===== src/rtl/unidad_control.sv =====
// Multi-cycle fetch/decode/execute controller for the 8-bit UAZ microprocessor.
// Sequences program fetch, register writes and data-memory handshakes, with a
// handshake timeout that drops the core into a sticky error state.
module unidad_control #(
    parameter int unsigned              ANCHO_PC   = 8,
    parameter logic [ANCHO_PC-1:0]      DIR_INICIO = '0,
    parameter int unsigned              MAX_ESPERA = 15
) (
    input  logic                i_Clk,
    input  logic                i_Rst,
    input  logic                i_Inicio,
    output logic [ANCHO_PC-1:0] o_Direccion_PC,
    output logic                o_Leer_Prog,
    input  logic                i_Prog_Valido,
    input  logic [15:0]         i_Instruccion,
    input  logic [ANCHO_PC-1:0] i_Direccion_Salto,
    input  logic                i_Bandera_Cero,
    output logic [8:0]          o_Instrucciones,
    output logic                o_Control_Registros,
    output logic                o_Escribir_Reg,
    output logic [3:0]          o_Op_ALU,
    output logic                o_Leer_Dato,
    output logic                o_Escribir_Dato,
    input  logic                i_Dato_Listo,
    output logic                o_Detenido,
    output logic                o_Error
);

    localparam int unsigned ANCHO_CNT = $clog2(MAX_ESPERA + 1);
    localparam logic [ANCHO_CNT-1:0] LIMITE = ANCHO_CNT'(MAX_ESPERA - 1);

    localparam logic [3:0] OP_LD  = 4'h8;
    localparam logic [3:0] OP_ST  = 4'h9;
    localparam logic [3:0] OP_JMP = 4'hA;
    localparam logic [3:0] OP_JZ  = 4'hB;
    localparam logic [3:0] OP_HLT = 4'hF;

    typedef enum logic [2:0] {
        REPOSO,
        BUSCAR,
        DECODIFICAR,
        EJECUTAR,
        MEMORIA,
        ESCRIBIR,
        DETENIDO,
        ERROR
    } estado_t;

    estado_t                estado_q;
    logic [ANCHO_PC-1:0]    pc_q;
    logic [15:3]            ir_q;
    logic [ANCHO_CNT-1:0]   cnt_q;
    logic                   leer_prog_q;
    logic                   leer_dato_q;
    logic                   escribir_dato_q;
    logic                   escribir_reg_q;
    logic                   control_reg_q;
    logic [3:0]             op_alu_q;
    logic                   detenido_q;
    logic                   error_q;

    logic [3:0]             opcode;
    logic                   es_alu;
    logic [ANCHO_PC-1:0]    pc_mas_uno;
    logic                   bits_unused;

    // Decode helpers from the latched instruction word
    assign opcode      = ir_q[15:12];
    assign es_alu      = (ir_q[15] == 1'b0) && (ir_q[14:12] != 3'b000);
    assign pc_mas_uno  = pc_q + ANCHO_PC'(1);
    assign bits_unused = ^i_Instruccion[2:0];

    // Controller state machine; outputs are registered alongside the state
    always_ff @(posedge i_Clk) begin
        if (!i_Rst) begin
            estado_q        <= REPOSO;
            pc_q            <= DIR_INICIO;
            ir_q            <= '0;
            cnt_q           <= '0;
            leer_prog_q     <= 1'b0;
            leer_dato_q     <= 1'b0;
            escribir_dato_q <= 1'b0;
            escribir_reg_q  <= 1'b0;
            control_reg_q   <= 1'b0;
            op_alu_q        <= 4'h0;
            detenido_q      <= 1'b0;
            error_q         <= 1'b0;
        end else begin
            escribir_reg_q <= 1'b0;
            control_reg_q  <= 1'b0;
            op_alu_q       <= 4'h0;
            case (estado_q)
                REPOSO: begin
                    if (i_Inicio) begin
                        estado_q    <= BUSCAR;
                        leer_prog_q <= 1'b1;
                    end
                end
                BUSCAR: begin
                    if (i_Prog_Valido) begin
                        ir_q        <= i_Instruccion[15:3];
                        cnt_q       <= '0;
                        leer_prog_q <= 1'b0;
                        estado_q    <= DECODIFICAR;
                    end else if (cnt_q == LIMITE) begin
                        leer_prog_q <= 1'b0;
                        error_q     <= 1'b1;
                        detenido_q  <= 1'b1;
                        estado_q    <= ERROR;
                    end else begin
                        cnt_q <= cnt_q + ANCHO_CNT'(1);
                    end
                end
                DECODIFICAR: begin
                    estado_q <= EJECUTAR;
                    if (es_alu) begin
                        op_alu_q       <= opcode;
                        control_reg_q  <= 1'b1;
                        escribir_reg_q <= 1'b1;
                    end
                end
                EJECUTAR: begin
                    case (opcode)
                        OP_LD: begin
                            leer_dato_q <= 1'b1;
                            estado_q    <= MEMORIA;
                        end
                        OP_ST: begin
                            escribir_dato_q <= 1'b1;
                            estado_q        <= MEMORIA;
                        end
                        OP_JMP: begin
                            pc_q        <= i_Direccion_Salto;
                            leer_prog_q <= 1'b1;
                            estado_q    <= BUSCAR;
                        end
                        OP_JZ: begin
                            pc_q        <= i_Bandera_Cero ? i_Direccion_Salto : pc_mas_uno;
                            leer_prog_q <= 1'b1;
                            estado_q    <= BUSCAR;
                        end
                        OP_HLT: begin
                            detenido_q <= 1'b1;
                            estado_q   <= DETENIDO;
                        end
                        default: begin
                            // NOP, ALU ops and illegal opcodes all advance the PC
                            pc_q        <= pc_mas_uno;
                            leer_prog_q <= 1'b1;
                            estado_q    <= BUSCAR;
                        end
                    endcase
                end
                MEMORIA: begin
                    if (i_Dato_Listo) begin
                        leer_dato_q     <= 1'b0;
                        escribir_dato_q <= 1'b0;
                        cnt_q           <= '0;
                        if (opcode == OP_LD) begin
                            escribir_reg_q <= 1'b1;
                            estado_q       <= ESCRIBIR;
                        end else begin
                            pc_q        <= pc_mas_uno;
                            leer_prog_q <= 1'b1;
                            estado_q    <= BUSCAR;
                        end
                    end else if (cnt_q == LIMITE) begin
                        leer_dato_q     <= 1'b0;
                        escribir_dato_q <= 1'b0;
                        error_q         <= 1'b1;
                        detenido_q      <= 1'b1;
                        estado_q        <= ERROR;
                    end else begin
                        cnt_q <= cnt_q + ANCHO_CNT'(1);
                    end
                end
                ESCRIBIR: begin
                    pc_q        <= pc_mas_uno;
                    leer_prog_q <= 1'b1;
                    estado_q    <= BUSCAR;
                end
                DETENIDO, ERROR: begin
                    estado_q <= estado_q;
                end
                default: begin
                    estado_q <= REPOSO;
                end
            endcase
        end
    end

    assign o_Direccion_PC      = pc_q;
    assign o_Leer_Prog         = leer_prog_q;
    assign o_Instrucciones     = ir_q[11:3];
    assign o_Control_Registros = control_reg_q;
    assign o_Escribir_Reg      = escribir_reg_q;
    assign o_Op_ALU            = op_alu_q;
    assign o_Leer_Dato         = leer_dato_q;
    assign o_Escribir_Dato     = escribir_dato_q;
    assign o_Detenido          = detenido_q;
    assign o_Error             = error_q;

endmodule


===== config.mk =====
export PLATFORM = sky130hd
export DESIGN_NAME = unidad_control
export DESIGN_NICKNAME = d
export VERILOG_FILES = /design/src/rtl/unidad_control.sv
export SDC_FILE = /design/constraint.sdc
export NUM_CORES = 1
export LEC_CHECK = 0
export ABC_AREA = 1
export CORE_MARGIN = 2
export CORE_UTILIZATION = 31
export CTS_BUF_LIST = sky130_fd_sc_hd__clkbuf_4 sky130_fd_sc_hd__clkbuf_8
export DETAILED_ROUTE_END_ITERATION = 7
export GPL_TIMING_DRIVEN = 0
export PLACE_DENSITY = 0.52
export SLEW_MARGIN = 30
export SYNTH_ARGS = -nofsm -noshare
export SYNTH_HDL_FRONTEND = slang
export SYNTH_SLANG_ARGS = --single-unit
export TNS_END_PERCENT = 1

===== constraint.sdc =====
create_clock -name i_Clk -period 3.71 [get_ports i_Clk]
set_input_delay 0.742 -clock i_Clk [delete_from_list [all_inputs] [get_ports i_Clk]]
set_output_delay 0.742 -clock i_Clk [all_outputs]
set_load 0.02 [all_outputs]

==> results.sh <==
export IMPL_final_layout_size_suffix_gt1_frac=0.08269
export IMPL_remaining_drc_errors=0
export IMPL_postSynthNetCount=359
export IMPL_first_global_vias=2002
export IMPL_critical_path_depth_in_cells=1
export IMPL_placed_cell_area_um2=2733
export IMPL_slowest_delay_ps=640
export IMPL_cts_resized=0
export IMPL_synth_top_cell_area_share=0.3714
export IMPL_syn_mean_instance_area_um2=6.448
export IMPL_final_area_um2=2821
export IMPL_clk_root_buffer_cell="sky130_fd_sc_hd__clkbuf_8"
export IMPL_final_min_clock_period_ps=2107
export IMPL_timing_final_crit_share=0.5680
export IMPL_n_antenna_cell=0
export IMPL_cp_data_arrival_time_ps=1370
export IMPL_grt_util_all_layers=0.1475
export IMPL_ranking_of_synthesized_cells_by_instance_count="sky130_fd_sc_hd__nand2_1 (83), sky130_fd_sc_hd__nor2_1 (71), sky130_fd_sc_hd__dfxtp_1 (39)"
export IMPL_clkTransAtPathRegs_ps=80
export IMPL_synthDistinctLibCells=30
export IMPL_timing_max_slew_rel_slack=0.5943
export IMPL_worst_setup_path_end_kind="output pin"
export IMPL_synth_top_flop_cell="sky130_fd_sc_hd__dfxtp_1"
export IMPL_final_skew_ps=8.967
export IMPL_holdCritPathClass="flip-flop to flip-flop"
export IMPL_timing_setup_tns_ps=0
export IMPL_clock_net_sink_count=39
export IMPL_power_static_leakage_nw=1.327
export IMPL_die_area_um2=7455
export IMPL_finalWorstSetupSlack_ps=1603
export IMPL_mappedNetlistArea_um2=2102
export IMPL_number_of_drc_markers_in_iteration_0=90
export IMPL_yosysMostFrequentCell="sky130_fd_sc_hd__nand2_1"
export IMPL_placement_row_count=30
export IMPL_hold_path_cell_count=2
export IMPL_vias_per_cell=4.486
export IMPL_routed_via_count=2095
export IMPL_hpwlAfterDp_um=3919
export IMPL_timing_max_transition_violations_final=0
export IMPL_place_worst_setup_slack_ps=1553
export IMPL_wire_per_inst_um=11.27
export IMPL_outcome="finished, final reports clean"
export IMPL_post_synth_edffs=0
export IMPL_detail_route_first_pass_iterations=4
export IMPL_floorplan_core_area_um2=6681
export IMPL_first_pass_grt_wire_length_um=8956
export IMPL_clk_insertion_delay_late_ps=290
export IMPL_synth_area_top_cells="sky130_fd_sc_hd__dfxtp_1 (37%), sky130_fd_sc_hd__nand2_1 (15%), sky130_fd_sc_hd__nor2_1 (13%), sky130_fd_sc_hd__nand3_1 (6.0%), sky130_fd_sc_hd__inv_1 (5.7%)"
export IMPL_die_y_um=86.35
export IMPL_asyncSetResetFlopFracSynth=0
export IMPL_synth_seq_cells=39
export IMPL_yosys_area_top_type="sky130_fd_sc_hd__dfxtp_1"
export IMPL_grt_antenna_before_repair=0
export IMPL_start_util=0.3146
export IMPL_tightestPinTransition_ps=606.3
export IMPL_timing_critical_path_required_ps=2970
export IMPL_finalHoldViolations=0
export IMPL_globalRouteOverflowTotal=0
export IMPL_worst_setup_path_start_kind="flip-flop"
export IMPL_cts_htree_levels=2
export IMPL_cts_root_to_sink_buffers=2
export IMPL_detail_route_antenna_nets=0
export IMPL_cts_repair_timing_setup_buffer_count=0
export IMPL_timing_setup_critical_path_class="flip-flop to output pin"
export IMPL_r2r_setup_slack_ps=2140
export IMPL_tritoncts="done"
export IMPL_critical_path_max_fanout=5
export IMPL_nets_finish=419
export IMPL_worst_path_dominant_cell_family="buffers and inverters"
export IMPL_synth_yosys_warnings=0
export IMPL_whs_ps=446.8
export IMPL_max_freq_mhz=474.6
export IMPL_grt_max_degree=12
export IMPL_grt_setup_unrepaired="false"
export IMPL_total_wire_length_after_detailed_routing_um=5264
export IMPL_pin_count=58
export IMPL_synth_seq_area_share=0.3714
export IMPL_syn_inst=326
export IMPL_reg2regPathDepth=6
export IMPL_share_of_the_core_filled_with_cells=0.4223
export IMPL_gpl_final_weighted_congestion=0.8249
export IMPL_numCtsBuffers=5
export IMPL_max_cap_violations=0
export IMPL_io_buffer_count=53
export IMPL_power_density_nw_per_um2=345.3
export IMPL_cts_hold_buf=0
export IMPL_n_fill_cell=733
export IMPL_syn_to_final_growth_pct=34.23
export IMPL_ir_worst_vdd_uv=193.1
export IMPL_series_of_cell_instances_along_the_critical_path="clkdlybuf4s50_1"
export IMPL_floorplan_die_width_um=86.35
export IMPL_path_buf_inv=1
export IMPL_slowest_stage="sky130_fd_sc_hd__clkdlybuf4s50_1"
export IMPL_timing_final_setup_violations=0
-- cells in the final DEF (no fill, tap or decap), drive strengths merged --
master	instances
a211oi	1
a21oi	17
and2	1
buf	14
clkbuf	8
clkdlybuf4s50	53
clkinv	1
conb	1
dfxtp	39
ha	3
inv	35
nand2	86
nand3	26
nand3b	1
nand4	1
nor2	72
nor3	3
o21ai	19
o21bai	1
o22ai	1
or2	1
xor2	3
-- report_power, final --
group	switching [W]	total [W]	internal [W]
clock	0.000149	0.000296	0.000147
combinational	0.000111	0.000210	0.0000997
sequential	0.0000229	0.000468	0.000445
total	0.000282	0.000974	0.000692
-- worst reg2reg max path, stage by stage (launching register included) --
cell and delay [ps]:
sky130_fd_sc_hd__dfxtp_1 450, sky130_fd_sc_hd__inv_1 90, sky130_fd_sc_hd__nor2_1 120, sky130_fd_sc_hd__nand2_1 100, sky130_fd_sc_hd__nor2_1 480, sky130_fd_sc_hd__o21ai_0 170
sky130_fd_sc_hd__nor2_1 100
-- metal layers --
metal,vias to the layer above,GRT usage,wire length [µm]
met1,917,0.1973,2633
li1,1130,-,-
met5,-,0,0
met4,0,0.02983,49
met3,6,0.03524,244
met2,42,0.2434,2337
-- cells by family (layout without fill, tap and decap cells) --
logic type / after synthesis / in the layout / synth area share
fa+ha+maj: 3 / 3 / 0.01786
flops: 39 / 39 / 0.3714
simple gates: 191 / 191 / 0.3756
other cells: 1 / 1 / 0.001784
compound gates: 39 / 39 / 0.1012
buf+inv: 50 / 111 / 0.1196
xor+xnor: 3 / 3 / 0.01250
-- state kept, by name (all words and copies together), names as in the netlist, 3 cells and up --
signal and count:
o_Direccion_PC 8, cnt_q 4, o_Op_ALU 4, ir_q 13, estado_q 3
-- cell type report --
cell class,count,area (µm²),area share
Multi-Input combinational cell,237,1070,0.3792
Clock buffer,7,83.83,0.02971
Clock inverter,1,5.005,0.001774
Tap cell,80,100.1,0.03548
Inverter,35,133.9,0.04745
Buffer,15,117.6,0.04169
Timing Repair Buffer,53,530.5,0.1880
Sequential cell,39,780.7,0.2767
-- worst paths after layout --
path,from,end
worst min-delay path,o_Leer_Prog$_SDFFE_PN0P_,o_Leer_Prog$_SDFFE_PN0P_
worst max register to register,estado_q[0]$_SDFFE_PN0P_,ir_q[7]$_SDFFE_PN0P_
worst min register to register,o_Leer_Prog$_SDFFE_PN0P_,o_Leer_Prog$_SDFFE_PN0P_
worst max-delay path,o_Direccion_PC[4]$_SDFFE_PN0P_,o_Direccion_PC[4]
-- metrics by stage --
| step | std cells | power, W |
|---|---|---|
| global placement | 459 | 0.0006884 |
| floorplan | 326 | 0.0006035 |
| detailed placement | 459 | 0.0006888 |
| CTS | 467 | 0.0009891 |
| global route | 467 | 0.001032 |
| finish | 467 | 0.0009741 |
Power figures use the tool's default switching activity.
